## config.mk

```make
export PLATFORM = sky130hd
export DESIGN_NAME = change_dispenser
export DESIGN_NICKNAME = d
export VERILOG_FILES = /design/src/rtl/change_dispenser.sv
export SDC_FILE = /design/constraint.sdc
export NUM_CORES = 1
export LEC_CHECK = 0
export ABC_AREA = 1
export BUFFER_PORTS_ARGS = -buffer_cell sky130_fd_sc_hd__buf_2
export CAP_MARGIN = 20
export CORE_MARGIN = 8
export CORE_UTILIZATION = 57
export DETAILED_ROUTE_END_ITERATION = 10
export PLACE_DENSITY = 0.78
export SYNTH_ARGS = -nofsm -noshare
export SYNTH_HDL_FRONTEND = slang
export SYNTH_SLANG_ARGS = --single-unit
```

## constraint.sdc

```tcl
create_clock -name clock -period 1.6 [get_ports clock]
set_input_delay 0.24 -clock clock [delete_from_list [all_inputs] [get_ports clock]]
set_output_delay 0.24 -clock clock [all_outputs]
set_load 0.005 [all_outputs]
```

## src/rtl/change_dispenser.sv

```systemverilog
// change_dispenser: coin-return engine on the output side of the vending path.
// Expands a 3-bit change code into individual coins and drives the hopper one
// coin at a time over a req/ack handshake. Dispense order is quarter, then dimes,
// then nickel. A request that is not acknowledged within ACK_TIMEOUT cycles
// parks the engine in a jam state until the operator clears it.
//
// Parameters:
//   ACK_TIMEOUT  cycles coin_req may stay high without hopper_ack (>= 2)
//   GAP_CYCLES   minimum cycles between a coin's ack and the next coin_req (>= 1)
//   TOTAL_W      width of total_cents (only with CHANGE_TOTAL_EN)
//
// Ports:
//   clock         system clock, rising edge
//   reset         asynchronous active-low reset
//   change_valid  one-cycle strobe qualifying change
//   change        000 none, 001 N, 010 D, 011 N+D, 100 D+D, 101 Q, 110/111 invalid
//   hopper_ack    hopper released the requested coin (level)
//   clear_jam     operator clear of the jam condition
//   coin_req      one-hot {quarter, dime, nickel} request, registered
//   busy          high whenever the engine is not idle
//   done          one-cycle pulse when a change request completes
//   jam           high while jammed
//   overrun       one-cycle pulse: strobe arrived while busy and was dropped
//   bad_code      one-cycle pulse: invalid code received while idle
//   total_cents   saturating sum of acked coin values (CHANGE_TOTAL_EN only)
//
// Build option: define CHANGE_TOTAL_EN to add the total_cents accumulator.
module change_dispenser #(
  parameter int unsigned ACK_TIMEOUT = 1000,
  parameter int unsigned GAP_CYCLES  = 4
`ifdef CHANGE_TOTAL_EN
  ,
  parameter int unsigned TOTAL_W     = 16
`endif
) (
  input  logic       clock,
  input  logic       reset,
  input  logic       change_valid,
  input  logic [2:0] change,
  input  logic       hopper_ack,
  input  logic       clear_jam,
  output logic [2:0] coin_req,
  output logic       busy,
  output logic       done,
  output logic       jam,
  output logic       overrun,
  output logic       bad_code
`ifdef CHANGE_TOTAL_EN
  ,
  output logic [TOTAL_W-1:0] total_cents
`endif
);

  localparam logic [2:0] IDLE = 3'd0;
  localparam logic [2:0] REQ  = 3'd1;
  localparam logic [2:0] GAP  = 3'd2;
  localparam logic [2:0] DONE = 3'd3;
  localparam logic [2:0] JAM  = 3'd4;

  localparam int unsigned TMO_W = $clog2(ACK_TIMEOUT);
  localparam int unsigned GAP_W = (GAP_CYCLES > 1) ? $clog2(GAP_CYCLES) : 1;
  localparam logic [TMO_W-1:0] TMO_LAST = TMO_W'(ACK_TIMEOUT - 1);
  localparam logic [GAP_W-1:0] GAP_LAST = GAP_W'(GAP_CYCLES - 1);

  logic [2:0]       state_q, state_d;
  logic             q_cnt_q, q_cnt_d;
  logic [1:0]       d_cnt_q, d_cnt_d;
  logic             n_cnt_q, n_cnt_d;
  logic [TMO_W-1:0] tmo_q, tmo_d;
  logic [GAP_W-1:0] gap_q, gap_d;
  logic [2:0]       coin_sel;
  logic             any_left;

  always_comb begin
    state_d = state_q;
    q_cnt_d = q_cnt_q;
    d_cnt_d = d_cnt_q;
    n_cnt_d = n_cnt_q;
    tmo_d   = tmo_q;
    gap_d   = gap_q;
    case (state_q)
      IDLE: begin
        tmo_d = '0;
        gap_d = '0;
        if (change_valid) begin
          case (change)
            3'b000:  state_d = DONE;
            3'b001:  begin n_cnt_d = 1'b1;                   state_d = REQ; end
            3'b010:  begin d_cnt_d = 2'd1;                   state_d = REQ; end
            3'b011:  begin n_cnt_d = 1'b1; d_cnt_d = 2'd1;   state_d = REQ; end
            3'b100:  begin d_cnt_d = 2'd2;                   state_d = REQ; end
            3'b101:  begin q_cnt_d = 1'b1;                   state_d = REQ; end
            default: ;
          endcase
        end
      end
      REQ: begin
        if (hopper_ack) begin
          // coin_req holds the coin being paid, so it picks the counter to drop
          if (coin_req[2])      q_cnt_d = 1'b0;
          else if (coin_req[1]) d_cnt_d = d_cnt_q - 2'd1;
          else if (coin_req[0]) n_cnt_d = 1'b0;
          tmo_d   = '0;
          gap_d   = '0;
          state_d = GAP;
        end else if (tmo_q == TMO_LAST) begin
          tmo_d   = '0;
          state_d = JAM;
        end else begin
          tmo_d = tmo_q + 1'b1;
        end
      end
      GAP: begin
        // gap_q saturates at GAP_LAST, meaning GAP_CYCLES cycles have elapsed
        if (gap_q != GAP_LAST) gap_d = gap_q + 1'b1;
        if (gap_q == GAP_LAST && !hopper_ack) begin
          state_d = any_left ? REQ : DONE;
        end
      end
      DONE: state_d = IDLE;
      JAM: begin
        if (clear_jam) begin
          q_cnt_d = 1'b0;
          d_cnt_d = 2'd0;
          n_cnt_d = 1'b0;
          state_d = IDLE;
        end
      end
      default: state_d = IDLE;
    endcase
  end

  assign any_left = q_cnt_q | (d_cnt_q != 2'd0) | n_cnt_q;

  // Highest-priority coin still owed, taken from next-state counters so that
  // coin_req is valid in the first REQ cycle.
  always_comb begin
    if (q_cnt_d)                coin_sel = 3'b100;
    else if (d_cnt_d != 2'd0)   coin_sel = 3'b010;
    else if (n_cnt_d)           coin_sel = 3'b001;
    else                        coin_sel = 3'b000;
  end

  always_ff @(posedge clock or negedge reset) begin
    if (!reset) begin
      state_q  <= IDLE;
      q_cnt_q  <= 1'b0;
      d_cnt_q  <= 2'd0;
      n_cnt_q  <= 1'b0;
      tmo_q    <= '0;
      gap_q    <= '0;
      coin_req <= 3'b000;
      busy     <= 1'b0;
      done     <= 1'b0;
      jam      <= 1'b0;
      overrun  <= 1'b0;
      bad_code <= 1'b0;
    end else begin
      state_q  <= state_d;
      q_cnt_q  <= q_cnt_d;
      d_cnt_q  <= d_cnt_d;
      n_cnt_q  <= n_cnt_d;
      tmo_q    <= tmo_d;
      gap_q    <= gap_d;
      coin_req <= (state_d == REQ) ? coin_sel : 3'b000;
      busy     <= (state_d != IDLE);
      done     <= (state_d == DONE);
      jam      <= (state_d == JAM);
      overrun  <= change_valid && (state_q != IDLE);
      bad_code <= change_valid && (state_q == IDLE) && (change[2:1] == 2'b11);
    end
  end

`ifdef CHANGE_TOTAL_EN
  logic [TOTAL_W-1:0] coin_val;
  logic [TOTAL_W:0]   total_sum;

  always_comb begin
    coin_val = '0;
    if (state_q == REQ && hopper_ack) begin
      if (coin_req[2])      coin_val = TOTAL_W'(25);
      else if (coin_req[1]) coin_val = TOTAL_W'(10);
      else if (coin_req[0]) coin_val = TOTAL_W'(5);
    end
    total_sum = {1'b0, total_cents} + {1'b0, coin_val};
  end

  always_ff @(posedge clock or negedge reset) begin
    if (!reset) begin
      total_cents <= '0;
    end else if (total_sum[TOTAL_W]) begin
      total_cents <= '1;
    end else begin
      total_cents <= total_sum[TOTAL_W-1:0];
    end
  end
`endif

endmodule
```

Word level (Yosys, flattened, before mapping)

Cells that the tools add are included.

Register bits: 27
Bits in latches: 0
Bits in writable memories: 0
Bits in read-only memories: 0
Input port bits: 8
Logic and storage cells: 90
Memories kept: 0

Add/sub/neg operators: 3
Multiply operators: 0
Div/mod/pow operators: 0
Order comparisons: 0
Equal/unequal tests: 17
Shift operators: 0
Muxes and demuxes: 39
Bitwise logic cells: 2
Reductions and logical operators: 17

Operator list:

| kind                                                            | count |
|---|---|
| 3-bit two-way mux                                               | 7 |
| 10-bit two-way mux                                              | 2 |
| 10-bit one-hot mux with 2 select lines                          | 1 |
| 2-bit two-way mux                                               | 9 |
| 1-bit two-way mux                                               | 13 |
| 3-bit by 2-bit == test with 1-bit output, second input constant | 4 |
| 3-bit == test, second input constant                            | 4 |
| 2-bit one-hot mux with 3 select lines                           | 2 |
| 3-bit one-hot mux with 4 select lines                           | 1 |
| 10-bit by 1-bit adder with 10-bit output, second input constant | 1 |
| 10-bit == test, second input constant                           | 1 |
| 3-bit by 1-bit == test with 1-bit output, second input constant | 3 |
| 3-bit nonzero test                                              | 3 |
| 3-bit zero test                                                 | 2 |
| 2-bit != test, second input constant                            | 3 |
| 1-bit one-hot mux with 3 select lines                           | 2 |
| 3-bit one-hot mux with 2 select lines                           | 1 |
| 2-bit nonzero test                                              | 3 |
| 5-bit OR reduction                                              | 1 |
| 2-bit == test, second input constant                            | 2 |
| 1-bit logical AND                                               | 4 |
| 2-bit one-hot mux with 2 select lines                           | 1 |
| 2-bit OR reduction                                              | 2 |
| 3-bit AND reduction                                             | 1 |
| 4 further kinds                                                 | 5 |

Longest topological paths before layout

Gate-level depths: netlist of run 1.

Depth after elaboration: 9
Mapped depth: 11

Worst setup path before layout of run 1

No wires, ideal clock.

Path type: register to register
From: register state_q[2]
To: register tmo_q[9]
Setup time: 117 ps
Data arrival time: 1,193 ps
Data required time: 1,483 ps
Setup slack: 290 ps
Stages on the path, launching flop included: 9
Path buffers: 0
Clock period less this slack: 1,310 ps
Cell sequence: dfrtp_1 -> nor2_4 -> inv_4 -> nor3_4 -> nand3_2 -> inv_2 -> nand3_2 -> nor2_1 -> nor2_1

Longest elaborated chain between the ends: 2
Elaborated cells on any way between the ends: 4

Ends and longest elaborated chain:

| what                                                                                | line | RTL |
|---|---|---|
| from (decl)                                                                         | 65   | `logic [2:0] state_q, state_d;` |
| from (signal assigned)                                                              | 159  | `state_q <= state_d;` |
| 3-bit by 1-bit == test with 1-bit output / 3-bit zero test (equally long branches)  | 81   | `case (state_q)` |
| 10-bit one-hot mux with 2 select lines / 2-bit nonzero test (equally long branches) | n/a  |  |
| to (signal assigned)                                                                | 163  | `tmo_q <= tmo_d;` |
| to (decl)                                                                           | 69   | `logic [TMO_W-1:0] tmo_q, tmo_d;` |

Parallel ways exist; a longest one is shown, timed or not.
A chain may end at the register's enable or synchronous reset.

Worst setup path after layout of run 1

From: register state_q[1]
To: register tmo_q[9]

Same word-level chain as after synthesis.

==> reports/results.txt, run 1 <==
Area share of the largest cell type after synthesis - 46.5%
Post-DR wirelength/cell - 13.6 um
Cell Area, Synth - 0.00145 mm^2
Die H - 66.5 um
CP cell instances - nor2_4, clkinv_4, nor3_4, nand3_2, inv_2, nand3_2, nand2_1, nand2_1, nor2_1
Slowest stage delay, CP - 0.47 ns
Average size of a mapped cell - 7.57 um^2
RSZ-0062 raised after global routing - yes
Synth cell types - 25
Clock skew - 0.00563 ns
Slowest-stage cell, CP - dfrtp_1
Syn_nets - 203
Clk Latency, worst-skew pair - 0.33 ns
Starting Density - 59.2%
Min Hold Slack - 0.178 ns
Max Fanout on Critical Path - 6
Routability cong. - 0.888
Leakage - 0.908 nW
First-pass GRT wire length - 5400 um
Root Driver - clkbuf_4
Post-synth EDFFs - 0
Total global routing overflow - 0
Internal power - 1.34 mW
Num rows - 18
Core area - 0.00245 mm^2
CTS tree - built
Switching part of the total power - 41.9%
Final WL - 3440 um
Synth top area cells - dfrtp_1 47%, nand2_1 13%, inv_1 7.8%
Worst Path Required - 1.87 ns
Critical Path End Type - flip-flop
Yosys warns - 0
HP Class - in2reg
Yosys top cell by area - dfrtp_1
Most instantiated cells after synthesis - 49 x nand2_1, 30 x inv_1, 30 x nor2_1
H-tree depth - 1
Post-route antenna net violation count - 0
Min Tclk post-route - 1.58 ns
Clk pin slew, worst setup/hold paths - 0.15 ns
Vias in the first global route - 1228
Post-synth ARST share - 100%
Antenna Cells - 0
I/O Pins - 16
DR pass1 iterations - 4
Layout cell share with drive strength beyond 1 - 25.1%
Top_reg_cell synth - dfrtp_1
Critical path class - reg2reg
Max Cap Violations - 0
Register area share after synthesis - 46.5%
Outcome - completed
Setup TNS - 0 ns
Hold Fails Final Rpt - 0
Die width - 66.5 um
Gate power share - 45.8%
Die area - 0.00442 mm^2
Startpoint types - flip-flop
Synthesized instance count - 192
1st-iter DRT viols - 57
Sw Pwr - 0.969 mW
Reg2Reg Setup Slack - 0.02 ns
Max Freq - 0.633 GHz
Area grow syn2layout - 19.7%
Peak VDD IR - 0.00102 V
CTS buffer count - 3
Largest net degree at the start of global routing - 28
Nets - 235
Clock share of power - 13.2%
Measured slew at the worst slew-check pin - 0.590 ns
Vias/cell - 5.49
Flops & latches, synth - 27
Antenna violations before repair - 0
HPWL Detailed - 2460 um
Post-route DRC - 0
Fin crit share - 98.7%
CP arrival - 1.85 ns
Register share of total power - 41.0%
All-layer global routing usage - 15.3%
Clock tree buffer depth - 2
# port buffers - 15
Setup-failing EPs final - 0
Slew Viols, Final - 0
# clock sinks - 27
Pwr Density - 1330 mW/mm^2
Count leader, synth - nand2_1
Max-Slew Margin vs Limit - 60.7%
Via Count - 1390
-- cell families after synthesis --
family | Yosys count | synth area share (%)
flip-flops | 27 | 46.5
AND/OR/NAND/NOR | 104 | 31.9
adder cells (fa/ha/maj) | 3 | 2.58
XOR/XNOR | 2 | 1.21
AO/OA/AOI/OAI | 22 | 8.61
buffers and inverters | 34 | 9.22
-- cell type report --
| type | count | area [um^2] |
|---|---|---|
| clock buffer | 3 | 22.5 |
| clock inverter | 1 | 7.51 |
| fill | 182 | 716 |
| inverter | 33 | 129 |
| multi-input combinational | 131 | 687 |
| sequential | 27 | 679 |
| tap | 30 | 37.5 |
| timing repair buffer | 28 | 176 |
-- layout by cell type, fill, tap and decap left out --
cell type / synthesis / final
a21oi_1: 6 / 5
a21oi_2: 0 / 1
a32o_1: 1 / 1
buf_2: 0 / 15
buf_4: 1 / 10
buf_6: 0 / 1
clkbuf_2: 0 / 1
clkbuf_4: 0 / 3
clkinv_4: 0 / 1
clkinvlp_4: 0 / 1
dfrtp_1: 27 / 24
dfrtp_2: 0 / 3
dlygate4sd3_1: 0 / 1
ha_1: 3 / 2
ha_2: 0 / 1
inv_1: 30 / 30
inv_2: 2 / 2
nand2_1: 49 / 45
nand2_2: 0 / 4
nand3_1: 9 / 8
nand3_2: 3 / 3
nand3_4: 0 / 1
nand4_1: 5 / 5
nor2_1: 30 / 24
nor2_2: 1 / 7
nor2_4: 1 / 1
nor3_1: 4 / 4
nor3_4: 1 / 1
nor4_1: 1 / 1
o21a_1: 1 / 1
o21ai_0: 10 / 9
o21ai_1: 1 / 2
o21bai_1: 2 / 2
o31ai_1: 1 / 1
xnor2_1: 1 / 1
xor2_1: 1 / 1
-- per-layer routing --
| metal | vias up | share of wire, % | routed length (um) | global-route usage, % |
|---|---|---|---|---|
| li1 | 671 | - | - | - |
| met1 | 656 | 42 | 1460 | 19.5 |
| met2 | 57 | 49 | 1670 | 23.9 |
| met3 | 6 | 7.8 | 270 | 4.53 |
| met4 | 0 | 1.2 | 41 | 5.87 |
| met5 | - | 0 | 0 | 0 |
-- registers in the layout (all words and copies together) (netlist names) --
signal,cells
gap_q,2
q_cnt_q,1
state_q,3
jam,1
overrun,1
coin_req,3
done,1
busy,1
n_cnt_q,1
d_cnt_q,2
bad_code,1
tmo_q,10
-- through the flow --
| stage | total power, mW | instance area (um^2) | util [%] | setup slack, ns | instances |
|---|---|---|---|---|---|
| 3_5_place_dp | 1.78 | 1570 | 63.8 | 0.0367 | 237 |
| 2_1_floorplan | 1.54 | 1450 | - | 0.290 | 192 |
| 4_1_cts | 2.09 | 1610 | 65.4 | 0.0137 | 242 |
| 3_3_place_gp | 1.75 | 1570 | 63.8 | 0.0995 | 237 |
| 5_1_grt | 2.49 | 1740 | 70.8 | -0.0798 | 253 |
| 6_report | 2.31 | 1740 | 70.8 | 0.0215 | 253 |
-- path summary, 6_finish.rpt --
kind	cells past startpoint	from	to
max	9	state_q[1]	tmo_q[9]
min	3	change[1]	bad_code
max reg2reg	9	state_q[1]	tmo_q[9]
min reg2reg	1	gap_q[0]	gap_q[0]
max in group asynchronous	2	reset	d_cnt_q[1]
min in group asynchronous	2	reset	tmo_q[3]
-- power by group through the flow --
stage          clock, mW  sequential (mW)  combinational (mW)
3_3_place_gp           0            0.938               0.808
3_5_place_dp           0            0.950               0.835
2_1_floorplan          0            0.910               0.628
5_1_grt            0.344            0.965                1.18
6_report           0.304            0.948                1.06
4_1_cts            0.314            0.936               0.841
-- critical path: cells and delay by family (launching register included) --
family	cells	cell delay, ns
and+or+nand+nor	7	0.85
buffers and inverters	2	0.21
DFF	1	0.47
-- timing repair --
item	in CTS	in global routing
hold buffers	1	0
endpoints found under the hold margin	27	0
setup buffers	0	11
endpoints found under the setup margin	0	13
gates resized for setup	0	20
Note: power is estimated with default switching activity, not from simulation.
==> inputs of run 2 (changes only) <==
--- a/config.mk
+++ b/config.mk
@@ -6,12 +6,12 @@
 export NUM_CORES = 1
 export LEC_CHECK = 0
 export ABC_AREA = 1
-export BUFFER_PORTS_ARGS = -buffer_cell sky130_fd_sc_hd__buf_2
 export CAP_MARGIN = 20
 export CORE_MARGIN = 8
-export CORE_UTILIZATION = 57
+export CORE_UTILIZATION = 61
 export DETAILED_ROUTE_END_ITERATION = 10
-export PLACE_DENSITY = 0.78
+export DONT_BUFFER_PORTS = 1
+export PLACE_DENSITY = 0.77
 export SYNTH_ARGS = -nofsm -noshare
 export SYNTH_HDL_FRONTEND = slang
 export SYNTH_SLANG_ARGS = --single-unit
==> reports/results.txt, run 2 (synthesis results as in run 1) <==
Max Freq - 0.649 GHz (was 0.633 GHz)
Clock tree buffer depth - 2 (unchanged)
Final cell count without fillers - 230 (was 253)
Hold Fails Final Rpt - 0 (unchanged)
Post-route DRC - 0 (unchanged)
Fin area - 0.00160 mm^2 (was 0.00174 mm^2)
Number of instances in the placed design - 221 (was 237)
Biggest register - tmo_q (unchanged)
Total global routing overflow - 0 (unchanged)
Met3 wire len - 284 um (was 270 um)
CP cell instances - nor2_4, inv_4, nor3_4, nand3_2, inv_2, nand3_2, nand2_1, nand2_1, nor2_1 (was nor2_4, clkinv_4, nor3_4, nand3_2, inv_2, nand3_2, nand2_1, nand2_1, nor2_1)
Antenna violations before repair - 0 (unchanged)
I/O Pins - 16 (unchanged)
Max Cap Violations - 0 (unchanged)
Commonest non-fill, non-tap cell in the layout - nand2_1 (unchanged)
RSZ-0062 raised after global routing - yes (unchanged)
1st-iter DRT viols - 92 (was 57)
HP Class - in2reg (unchanged)
Outcome - completed (unchanged)
Die width - 64.8 um (was 66.5 um)
Measured slew at the worst slew-check pin - 0.289 ns (was 0.590 ns)
Number of fill cells - 173 (was 182)
Die area - 0.00420 mm^2 (was 0.00442 mm^2)
Worst Path Required - 1.88 ns (was 1.87 ns)
Sw Pwr - 0.924 mW (was 0.969 mW)
Gate power share - 40.5% (was 45.8%)
Clock share of power - 14.8% (was 13.2%)
First-pass GRT wire length - 5380 um (was 5400 um)
Vias/cell - 5.67 (was 5.49)
Max reg flops - 10 (unchanged)
Leading registers by flop count - tmo_q: 10 flops, coin_req: 3 flops, state_q: 3 flops (unchanged)
# clock sinks - 27 (unchanged)
Switching part of the total power - 43.1% (was 41.9%)
Starting Density - 65.0% (was 59.2%)
Max-Slew Margin vs Limit - 80.7% (was 60.7%)
Internal power - 1.22 mW (was 1.34 mW)
DRT met1 WL - 1370 um (was 1460 um)
Slew Viols, Final - 0 (unchanged)
Core area - 0.00223 mm^2 (was 0.00245 mm^2)
Nets - 214 (was 235)
Layout cell share with drive strength beyond 1 - 13.4% (was 25.1%)
All-layer global routing usage - 15.9% (was 15.3%)
Via Count - 1303 (was 1390)
Post-DR wirelength/cell - 14.3 um (was 13.6 um)
Clk Latency, worst-skew pair - 0.34 ns (was 0.33 ns)
Routability cong. - 0.970 (was 0.888)
Antenna Cells - 0 (unchanged)
Pwr Density - 1340 mW/mm^2 (was 1330 mW/mm^2)
Met2 routed WL - 1570 um (was 1670 um)
Largest net degree at the start of global routing - 28 (unchanged)
Vias in the first global route - 1270 (was 1228)
Min Tclk post-route - 1.54 ns (was 1.58 ns)
Fin crit share - 96.3% (was 98.7%)
HPWL Detailed - 2430 um (was 2460 um)
Critical Path End Type - flip-flop (unchanged)
Slowest-stage cell, CP - dfrtp_2 (was dfrtp_1)
Die H - 64.8 um (was 66.5 um)
Peak VDD IR - 0.000922 V (was 0.00102 V)
Max Fanout on Critical Path - 10 (was 6)
H-tree depth - 1 (unchanged)
Num rows - 17 (was 18)
Clk pin slew, worst setup/hold paths - 0.15 ns (about the same)
Clock skew - 0.000662 ns (was 0.00563 ns)
Post-route antenna net violation count - 0 (unchanged)
DR pass1 iterations - 4 (unchanged)
# port buffers - 0 (was 15)
CP arrival - 1.82 ns (was 1.85 ns)
Top routing layer used - met4 (unchanged)
Commonest cells after routing, fill and taps aside - 47 x nand2_1, 30 x inv_1, 28 x nor2_1, 24 x dfrtp_1, 10 x o21ai_0 (was 45 x nand2_1, 30 x inv_1, 24 x nor2_1, 24 x dfrtp_1, 15 x buf_2)
CTS buffer count - 3 (unchanged)
Placed cell area - 0.00150 mm^2 (was 0.00157 mm^2)
Root Driver - clkbuf_4 (unchanged)
Register share of total power - 44.7% (was 41.0%)
Startpoint types - flip-flop (unchanged)
Setup-failing EPs final - 0 (unchanged)
Leakage - 0.813 nW (was 0.908 nW)
Final WL - 3290 um (was 3440 um)
Area grow syn2layout - 9.82% (was 19.7%)
Critical path class - reg2reg (unchanged)
Slowest stage delay, CP - 0.48 ns (was 0.47 ns)
CTS tree - built (unchanged)
Total power - 2.14 mW (was 2.31 mW)
## run 2: repair_timing
item / in CTS / in global routing
gates resized for setup: 0 / 8
hold endpoints to repair: 27 / 0
buffers inserted: 0 / 3
pin swaps: 1 / 1
endpoints found under the setup margin: 1 / 10
hold buffers: 2 / 0
## run 2: metrics by stage
stage	worst slack, ns	util, %	TNS [ns]	hold slack (ns)
floorplan	0.290	-	0	-0.0556
global placement	0.0550	66.9	0	-0.0548
detailed placement	0.0183	66.9	0	-0.0548
CTS	0.0138	69.6	0	0.0346
global route	-0.0447	71.4	-0.0828	0.0537
finish	0.0595	71.4	0	0.0342
## run 2: layout make-up
class                      count  area (um^2)  share of cell area, %
tap                           28         35.0                   2.20
inverter                      33          126                   7.92
sequential                    27          679                   42.6
clock inverter                 1         7.51                  0.471
timing repair buffer           7         67.6                   4.24
clock buffer                   3         22.5                   1.41
multi-input combinational    131          657                   41.2
## run 2: metal layers
layer	track usage, %	vias to the layer above
li1	-	625
met1	18.9	610
met2	26.2	59
met3	4.81	9
met4	6.81	0
met5	0	-
## run 2: power groups by stage
stage | sequential [mW] | clock (mW) | combinational (mW)
after floorplan | 0.910 | 0 | 0.628
after global placement | 0.952 | 0 | 0.746
after detailed placement | 0.961 | 0 | 0.777
after CTS | 0.945 | 0.322 | 0.805
after global routing | 0.976 | 0.342 | 0.983
final | 0.959 | 0.316 | 0.868
## run 2: path summary, 6_finish.rpt
kind / endpoint / from / depth (start not counted) / slack [ns]
hold reg to reg: gap_q[0] / gap_q[0] / 1 / 0.52
setup reg to reg: tmo_q[9] / state_q[2] / 9 / 0.06
max in group asynchronous: state_q[1] / reset / 2 / 1.09
min in group asynchronous: busy / reset / 2 / 0.35
setup / recovery: tmo_q[9] / state_q[2] / 9 / 0.06
hold / removal: bad_code / change[1] / 2 / 0.03
## run 2: worst max-delay path, delay by kind of cell, from the launching register on
| family | cells | cell delay (ns) |
|---|---|---|
| flip-flops | 1 | 0.48 |
| AND/OR/NAND/NOR | 7 | 0.80 |
| buffers and inverters | 2 | 0.18 |
